$ cat src/rtl/tx_seq_ctrl.sv
// TX chain sequencer: symbol strobe, polyphase index and
// fill/run/drain control for the PRBS -> filter -> noise path.
module tx_seq_ctrl #(
  parameter int OVERSAMP = 4,
  parameter int NB_PH    = 2,
  parameter int NBAUD    = 6,
  parameter int NB_CNT   = 32
) (
  input  logic              clk,
  input  logic              i_reset,
  input  logic              i_run,
  output logic [NB_PH-1:0]  o_phase,
  output logic              o_filt_shift,
  output logic              o_prbs_en,
  output logic              o_shift_zero,
  output logic              o_out_valid,
  output logic              o_busy,
  output logic [NB_CNT-1:0] o_sym_cnt
);

  typedef enum logic [1:0] {
    IDLE,
    FILL,
    RUN,
    DRAIN
  } state_t;

  localparam int CW = $clog2(NBAUD + 1);
  localparam logic [NB_PH-1:0] PH_LAST = NB_PH'(OVERSAMP - 1);
  localparam logic [CW-1:0] CNT_LAST = CW'(NBAUD - 1);

  state_t state;
  state_t state_nx;
  logic [CW-1:0] cnt;
  logic [CW-1:0] cnt_nx;
  logic bnd;
  logic cnt_done;

  logic [NB_PH-1:0]  phase_nx;
  logic              shift_nx;
  logic              prbs_nx;
  logic              zero_nx;
  logic              valid_nx;
  logic              busy_nx;
  logic [NB_CNT-1:0] sc_nx;

  assign bnd      = (state != IDLE) && (o_phase == PH_LAST);
  assign cnt_done = (cnt == CNT_LAST);

  // State and fill/drain symbol counter registers
  always_ff @(posedge clk or negedge i_reset) begin
    if (!i_reset) begin
      state <= IDLE;
      cnt   <= '0;
    end else begin
      state <= state_nx;
      cnt   <= cnt_nx;
    end
  end

  // Next-state: transitions only at symbol boundaries once active
  always_comb begin
    state_nx = state;
    unique case (state)
      IDLE: begin
        if (i_run) state_nx = FILL;
      end
      FILL: begin
        if (bnd) begin
          if (!i_run)        state_nx = DRAIN;
          else if (cnt_done) state_nx = RUN;
        end
      end
      RUN: begin
        if (bnd && !i_run) state_nx = DRAIN;
      end
      DRAIN: begin
        if (bnd && cnt_done) state_nx = IDLE;
      end
      default: state_nx = IDLE;
    endcase
    cnt_nx = cnt;
    if (state_nx != state) begin
      cnt_nx = '0;
    end else if (bnd && (state == FILL || state == DRAIN)) begin
      cnt_nx = cnt + CW'(1);
    end
  end

  // Output decode: values the registered outputs take next cycle
  always_comb begin
    phase_nx = '0;
    if (state != IDLE && state_nx != IDLE) begin
      phase_nx = o_phase + NB_PH'(1);
    end
    shift_nx = (state_nx != IDLE) && (phase_nx == '0);
    prbs_nx  = shift_nx && (state_nx == FILL || state_nx == RUN);
    zero_nx  = (state_nx == DRAIN);
    busy_nx  = (state_nx != IDLE);
    valid_nx = 1'b0;
    unique case (state_nx)
      RUN:     valid_nx = 1'b1;
      DRAIN:   valid_nx = (state == DRAIN) ? o_out_valid
                                           : (state == RUN);
      default: valid_nx = 1'b0;
    endcase
    sc_nx = o_sym_cnt;
    if (state == IDLE && state_nx == FILL) begin
      sc_nx = '0;
    end else if (o_prbs_en && (o_sym_cnt != '1)) begin
      sc_nx = o_sym_cnt + NB_CNT'(1);
    end
  end

  // Registered outputs
  always_ff @(posedge clk or negedge i_reset) begin
    if (!i_reset) begin
      o_phase      <= '0;
      o_filt_shift <= 1'b0;
      o_prbs_en    <= 1'b0;
      o_shift_zero <= 1'b0;
      o_out_valid  <= 1'b0;
      o_busy       <= 1'b0;
      o_sym_cnt    <= '0;
    end else begin
      o_phase      <= phase_nx;
      o_filt_shift <= shift_nx;
      o_prbs_en    <= prbs_nx;
      o_shift_zero <= zero_nx;
      o_out_valid  <= valid_nx;
      o_busy       <= busy_nx;
      o_sym_cnt    <= sc_nx;
    end
  end

endmodule

$ cat config.mk
export PLATFORM = sky130hd
export DESIGN_NAME = tx_seq_ctrl
export DESIGN_NICKNAME = d
export VERILOG_FILES = /design/src/rtl/tx_seq_ctrl.sv
export SDC_FILE = /design/constraint.sdc
export NUM_CORES = 1
export LEC_CHECK = 0
export CAP_MARGIN = 20
export CORE_UTILIZATION = 30
export CTS_CLUSTER_SIZE = 30
export DETAILED_ROUTE_END_ITERATION = 12
export HOLD_SLACK_MARGIN = 0.06
export PLACE_DENSITY = 0.6
export SYNTH_ARGS = -nofsm -noshare
export SYNTH_HDL_FRONTEND = slang
export SYNTH_SLANG_ARGS = --single-unit
$ cat constraint.sdc
create_clock -name clk -period 6 [get_ports clk]
set_input_delay 1.5 -clock clk [delete_from_list [all_inputs] [get_ports clk]]
set_output_delay 1.5 -clock clk [all_outputs]
set_load 0.02 [all_outputs]
==> flow_metrics.env, run 1 <==
export IMPL_status="completed"
export IMPL_synth_warnings=0
export IMPL_r2r_end="o_sym_cnt[6]$_DFFE_PN0P_"
export IMPL_fp_dieW_um=92.1
export IMPL_grt_setup_unrepaired="no"
export IMPL_grt_pass1_wl_mm=9.27
export IMPL_ir_drop_uv=260
export IMPL_synth_fp_nets=269
export IMPL_wirelength_mm=5.66
export IMPL_root_buffer="clkbuf_8"
export IMPL_start_kind="input port"
export IMPL_ys_async_sr_fraction_pct=100
export IMPL_core_um2=7810
export IMPL_antenna_left=0
export IMPL_cpMostUsedCell="o21ai_0"
export IMPL_clockBufferDepth=2
export IMPL_cts_resized=0
export IMPL_synthFlopType="dfrtp_1"
export IMPL_r2r_start="o_phase[0]$_DFF_PN0_"
export IMPL_fmax_mhz=286
export IMPL_cp_required_ns=6.22
export IMPL_total_power_w=0.00152
export IMPL_start_util_pct=31.2
export IMPL_final_hold_viol_count=0
export IMPL_synth_area_um2=2440
export IMPL_diodes=0
export IMPL_tightest_slew_ns=0.767
export IMPL_num_rows=32
export IMPL_place_area_um2=2930
export IMPL_synth_area_per_cell_um2=9.44
export IMPL_first_iter_violations=100
export IMPL_final_common_cell="dfrtp_1"
export IMPL_drv_cap=0
export IMPL_stdcell_area_um2=3070
export IMPL_startpoint="i_run"
export IMPL_cts_buffers=5
export IMPL_rr_worst_depth=11
export IMPL_clock_sinks=44
export IMPL_slew_headroom_pct=48.4
export IMPL_synth_edf_count=0
export IMPL_layout_common_cells="dfrtp_1 (44), clkdlybuf4s50_1 (40), nor2_1 (25), a21oi_1 (21), nand2_1 (18)"
export IMPL_antenna_found_initial=0
export IMPL_worstPathMaxFanout=30
export IMPL_p_per_area_nw_per_um2=497
export IMPL_gp_congestion=0.741
export IMPL_drive_above_1_share_pct=8.31
export IMPL_vias=2085
export IMPL_ios=42
export IMPL_ys_seq_area_share_pct=45.2
export IMPL_crit_slowest_cell="clkdlybuf4s50_1"
export IMPL_fin_nets=311
export IMPL_firstDrtPassIters=4
export IMPL_worst_setup_path_end_kind="register"
export IMPL_crit_path_end="o_sym_cnt[6]$_DFFE_PN0P_"
export IMPL_worstSetupPathType="input port to register"
export IMPL_min_path_type="register to register"
export IMPL_cpPeakStageDelay_ns=0.54
export IMPL_grt_pass1_vias=1888
export IMPL_cts_setup_buffers=0
export IMPL_die_area_um2=8480
export IMPL_cts_tree="built"
export IMPL_timing_critical_path_cells="clkdlybuf4s50_1, nor3b_1, a22oi_1, o21ai_0, ha_1, and2_1, buf_4, or4_1, o21ai_0"
export IMPL_avgRoutedWirePerCell_um=14.0
export IMPL_area_delta_synth_final_pct=25.8
export IMPL_htreeDepth=2
export IMPL_ys_types=47
export IMPL_fin_tns_setup_ns=0
export IMPL_dpl_hpwl_mm=3.95
export IMPL_grt_util_all_layers_pct=13.9
export IMPL_drc=0
export IMPL_regToRegSetupSlack_ns=3.39
export IMPL_skew_ns=0.00341
export IMPL_syn_instance_count=258
export IMPL_viasPerCell=5.17
export IMPL_die_h_um=92.1
export IMPL_grt_max_degree=45
export IMPL_leakage_nw=1.15
export IMPL_clk_latency_ns=0.29
export IMPL_yosys_register_bits=44
export IMPL_arrival_ns=3.72
export IMPL_drv_slew=0
export IMPL_fin_crit_sh_pct=58.2
export IMPL_setup_violations_final=0
export IMPL_grt_ovfl_total=0
export IMPL_cts_hold_buf=0
export IMPL_period_needed_ns=3.49
export IMPL_cts_clk_slew_worst_paths_ns=0.08
export IMPL_io_buffer_count=41
cell usage after synthesis, types with 5 or more instances:
cell type / n / share of area [%]
ha_1: 8 / 4.1
nor2_1: 25 / 3.9
nor3_1: 6 / 1.2
xnor2_1: 12 / 4.3
or3_1: 8 / 2.1
a211oi_1: 5 / 1.5
dfrtp_1: 44 / 45
nand3_1: 15 / 3.1
o21ai_0: 13 / 2.7
clkbuf_1: 6 / 0.92
or4_1: 7 / 2.2
inv_1: 8 / 1.2
o31ai_1: 7 / 2.2
a21oi_1: 21 / 4.3
nand2_1: 18 / 2.8
nand4_1: 10 / 2.6
logic make-up after synthesis:
| group | count (synthesis) | share of synthesized area [%] |
|---|---|---|
| and+or+nand+nor | 115 | 26.6 |
| AOI/OAI and AO/OA | 57 | 14.8 |
| DFF | 44 | 45.2 |
| buffers and inverters | 17 | 3.03 |
| xor gates and xnor gates | 15 | 5.39 |
| adders and majority gates | 8 | 4.11 |
| muxes | 2 | 0.873 |
power breakdown:
part           internal (W)  switching [W]
sequential         0.000410       0.000162
combinational      0.000334       0.000392
clock              0.000124       0.000102
total              0.000868       0.000656
layout make-up:
| cell class | instances | area (µm²) |
|---|---|---|
| multi-input cells | 197 | 1260 |
| fillers | 791 | 4740 |
| well taps | 102 | 128 |
| flip-flops and latches | 44 | 1100 |
| clock inverters | 2 | 35.0 |
| clock buffers | 6 | 72.6 |
| inverters | 8 | 30.0 |
| repair buffers | 44 | 438 |
routing by layer:
layer / track usage, % / vias to the layer above / wire length [µm]
met5: 0 / - / 0
met4: 4.30 / 0 / 68
met3: 3.23 / 4 / 238
met2: 22.3 / 51 / 2590
met1: 18.5 / 992 / 2760
li1: - / 1038 / -
worst min path at each step:
| stage | startpoint | end | slack [ns] | cells past startpoint |
|---|---|---|---|---|
| 3_3_place_gp | o_phase[0]$_DFF_PN0_ | o_phase[0]$_DFF_PN0_ | 0.48 | 1 |
| 2_1_floorplan | cnt[1]$_DFFE_PN0P_ | cnt[1]$_DFFE_PN0P_ | 0.51 | 2 |
| 6_report | o_phase[0]$_DFF_PN0_ | o_phase[0]$_DFF_PN0_ | 0.50 | 1 |
| 3_5_place_dp | o_phase[0]$_DFF_PN0_ | o_phase[0]$_DFF_PN0_ | 0.48 | 1 |
| 4_1_cts | o_phase[0]$_DFF_PN0_ | o_phase[0]$_DFF_PN0_ | 0.50 | 1 |
| 5_1_grt | o_phase[0]$_DFF_PN0_ | o_phase[0]$_DFF_PN0_ | 0.52 | 1 |
flip-flops by register name, indices dropped and copies added (netlist names):
register,cells
o_phase,2
cnt,3
o_sym_cnt,32
o_out_valid,1
o_busy,1
o_prbs_en,1
o_filt_shift,1
o_shift_zero,1
state,2
critical path, delay by kind of cell:
family | cells | cell delay (ns)
buffers and inverters | 2 | 0.77
AND/OR/NAND/NOR | 3 | 0.73
AO/OA/AOI/OAI | 3 | 0.46
adder cells (fa/ha/maj) | 1 | 0.26
through the flow:
| stage | utilization (%) | hold slack [ns] | setup WS, ns | std cells |
|---|---|---|---|---|
| after detailed placement | 37.6 | 0.485 | 2.19 | 393 |
| final | 39.3 | 0.499 | 2.51 | 403 |
| after floorplan | - | 0.506 | 2.91 | 258 |
| after global routing | 39.3 | 0.520 | 2.33 | 403 |
| after global placement | 37.6 | 0.485 | 2.23 | 393 |
| after CTS | 38.9 | 0.502 | 2.50 | 401 |
(Power assumes the default switching activity.)
==> run 2: changes to the inputs <==
Clock period 6 ns to 3.5 ns, I/O delays scaled along.
==> run 2 against run 1 <==
  * Sequential power grew 72%
  * Global-route usage grew 0.74 points
  * Register-to-register slack lost 2.5 ns
  * Clock skew grew 0.0074 ns
==> flow_metrics.env, run 2 (synthesis gave the netlist of run 1 again) <==
export IMPL_grt_setup_unrepaired="no"
export IMPL_cts_setup_buffers=0
export IMPL_diodes=0
export IMPL_die_h_um=92.1
export IMPL_wirelength_mm=5.81
export IMPL_drc=0
export IMPL_status="completed"
export IMPL_worstPathMaxFanout=10
export IMPL_num_rows=32
export IMPL_fin_hold_ws_ns=0.482
export IMPL_r2r_start="o_phase[0]$_DFF_PN0_"
export IMPL_clockBufferDepth=2
export IMPL_p_sw_w=0.00114
export IMPL_tightest_slew_ns=0.839
export IMPL_fin_tns_setup_ns=0
export IMPL_clock_sinks=44
export IMPL_leakage_nw=1.15
export IMPL_combPwrFrac_pct=48.7
export IMPL_htreeDepth=2
export IMPL_r2r_end="o_sym_cnt[6]$_DFFE_PN0P_"
export IMPL_p_int_w=0.00144
export IMPL_drv_slew=0
export IMPL_cts_resized=0
export IMPL_power_frac_clock_pct=13.2
export IMPL_start_util_pct=31.2
export IMPL_vias=2121
export IMPL_drv_cap=0
export IMPL_grt_util_all_layers_pct=14.6
export IMPL_cpLargestDelayFamily="simple AND/OR/NAND/NOR gates"
export IMPL_area_delta_synth_final_pct=25.7
export IMPL_final_common_cell="dfrtp_1"
export IMPL_final_hold_viol_count=0
export IMPL_fp_dieW_um=92.1
export IMPL_p_sw_share_pct=44.1
export IMPL_clk_latency_ns=0.30
export IMPL_rr_worst_depth=10
export IMPL_start_kind="input port"
export IMPL_fin_crit_sh_pct=81.5
export IMPL_p_per_area_nw_per_um2=842
export IMPL_grt_pass1_wl_mm=9.96
export IMPL_worstSetupPathType="input port to register"
export IMPL_cpPeakStageDelay_ns=0.55
export IMPL_fin_nets=312
export IMPL_min_path_type="input port to async pin"
export IMPL_root_buffer="clkbuf_8"
export IMPL_viasPerCell=5.25
export IMPL_antenna_found_initial=0
export IMPL_timing_critical_path_cells="clkdlybuf4s50_1, nor3b_1, a22oi_1, o21ai_0, ha_1, and2_1, or4_1, o21ai_0"
export IMPL_grt_pass1_vias=2069
export IMPL_regToRegSetupSlack_ns=0.92
export IMPL_seqPwrFrac_pct=38.1
export IMPL_firstDrtPassIters=4
export IMPL_dpl_hpwl_mm=4.11
export IMPL_grt_max_degree=45
export IMPL_io_buffer_count=41
export IMPL_gp_congestion=0.799
export IMPL_cpMostUsedCell="o21ai_0"
export IMPL_first_iter_violations=105
export IMPL_layout_common_cells="dfrtp_1 (44), clkdlybuf4s50_1 (40), nor2_1 (25), a21oi_1 (21), nand2_1 (18)"
export IMPL_antenna_left=0
export IMPL_largest_registers="o_sym_cnt (32), cnt (3)"
export IMPL_cts_buffers=5
export IMPL_startpoint="i_run"
export IMPL_cts_tree="built"
export IMPL_slew_headroom_pct=43.6
export IMPL_die_area_um2=8480
export IMPL_total_power_w=0.00258
export IMPL_skew_ns=0.0108
export IMPL_ir_drop_uv=332
export IMPL_cts_clk_slew_worst_paths_ns=0.09
export IMPL_largest_reg_flops=32
export IMPL_core_um2=7810
export IMPL_fmax_mhz=350
export IMPL_worst_path_buf_inv=1
export IMPL_cp_required_ns=3.71
export IMPL_cts_hold_buf=0
export IMPL_largest_register="o_sym_cnt"
export IMPL_ios=42
export IMPL_avgRoutedWirePerCell_um=14.4
export IMPL_crit_slowest_cell="clkdlybuf4s50_1"
export IMPL_setup_violations_final=0
export IMPL_worst_setup_path_end_kind="register"
export IMPL_grt_ovfl_total=0
export IMPL_drive_above_1_share_pct=8.61
export IMPL_period_needed_ns=2.85
export IMPL_fin_util_pct=39.2
export IMPL_arrival_ns=3.07
## run 2: final cells by class
cell class / instances / area, µm²
fillers: 776 / 4750
multi-input cells: 197 / 1260
flip-flops and latches: 44 / 1100
repair buffers: 45 / 448
well taps: 102 / 128
clock buffers: 7 / 86.3
inverters: 8 / 30.0
clock inverters: 1 / 7.51
## run 2: worst max path at each step
stage	endpoint	slack (ns)	cells after the start
after global routing	o_sym_cnt[6]$_DFFE_PN0P_	0.50	8
after floorplan	o_sym_cnt[12]$_DFFE_PN0P_	1.04	8
after CTS	o_sym_cnt[6]$_DFFE_PN0P_	0.66	8
after global placement	o_sym_cnt[6]$_DFFE_PN0P_	0.45	8
after detailed placement	o_sym_cnt[6]$_DFFE_PN0P_	0.34	8
final	o_sym_cnt[6]$_DFFE_PN0P_	0.65	8
## run 2: worst register-to-register path: stages (launching register included)
cell and delay (ns):
dfrtp_1 0.39, ha_1 0.26, nand2_1 0.18, a21oi_1 0.17
nor2_1 0.06, a21oi_1 0.25, inv_1 0.10, ha_1 0.20
and2_1 0.26, or4_1 0.53, o21ai_0 0.08
## run 2: power groups by stage
stage          sequential, W  combinational (W)  clock, W
2_1_floorplan        0.00112           0.000598         0
3_3_place_gp        0.000986            0.00124         0
3_5_place_dp        0.000992            0.00126         0
4_1_cts             0.000983            0.00126  0.000354
5_1_grt              0.00103            0.00137  0.000377
6_report            0.000982            0.00125  0.000341
## run 2: layer usage
metal,vias up,global-route usage (%),routed length (µm)
li1,1044,-,-
met1,1020,20.3,2880
met2,48,22.5,2670
met3,9,2.90,180
met4,0,5.34,74
met5,-,0,0
## run 2: through the flow
stage / std cells / instance area [µm²] / setup WS, ns
after floorplan: 258 / 2440 / 1.04
after global routing: 404 / 3060 / 0.498
after detailed placement: 395 / 2950 / 0.344
final: 404 / 3060 / 0.647
after global placement: 395 / 2950 / 0.446
after CTS: 403 / 3040 / 0.656
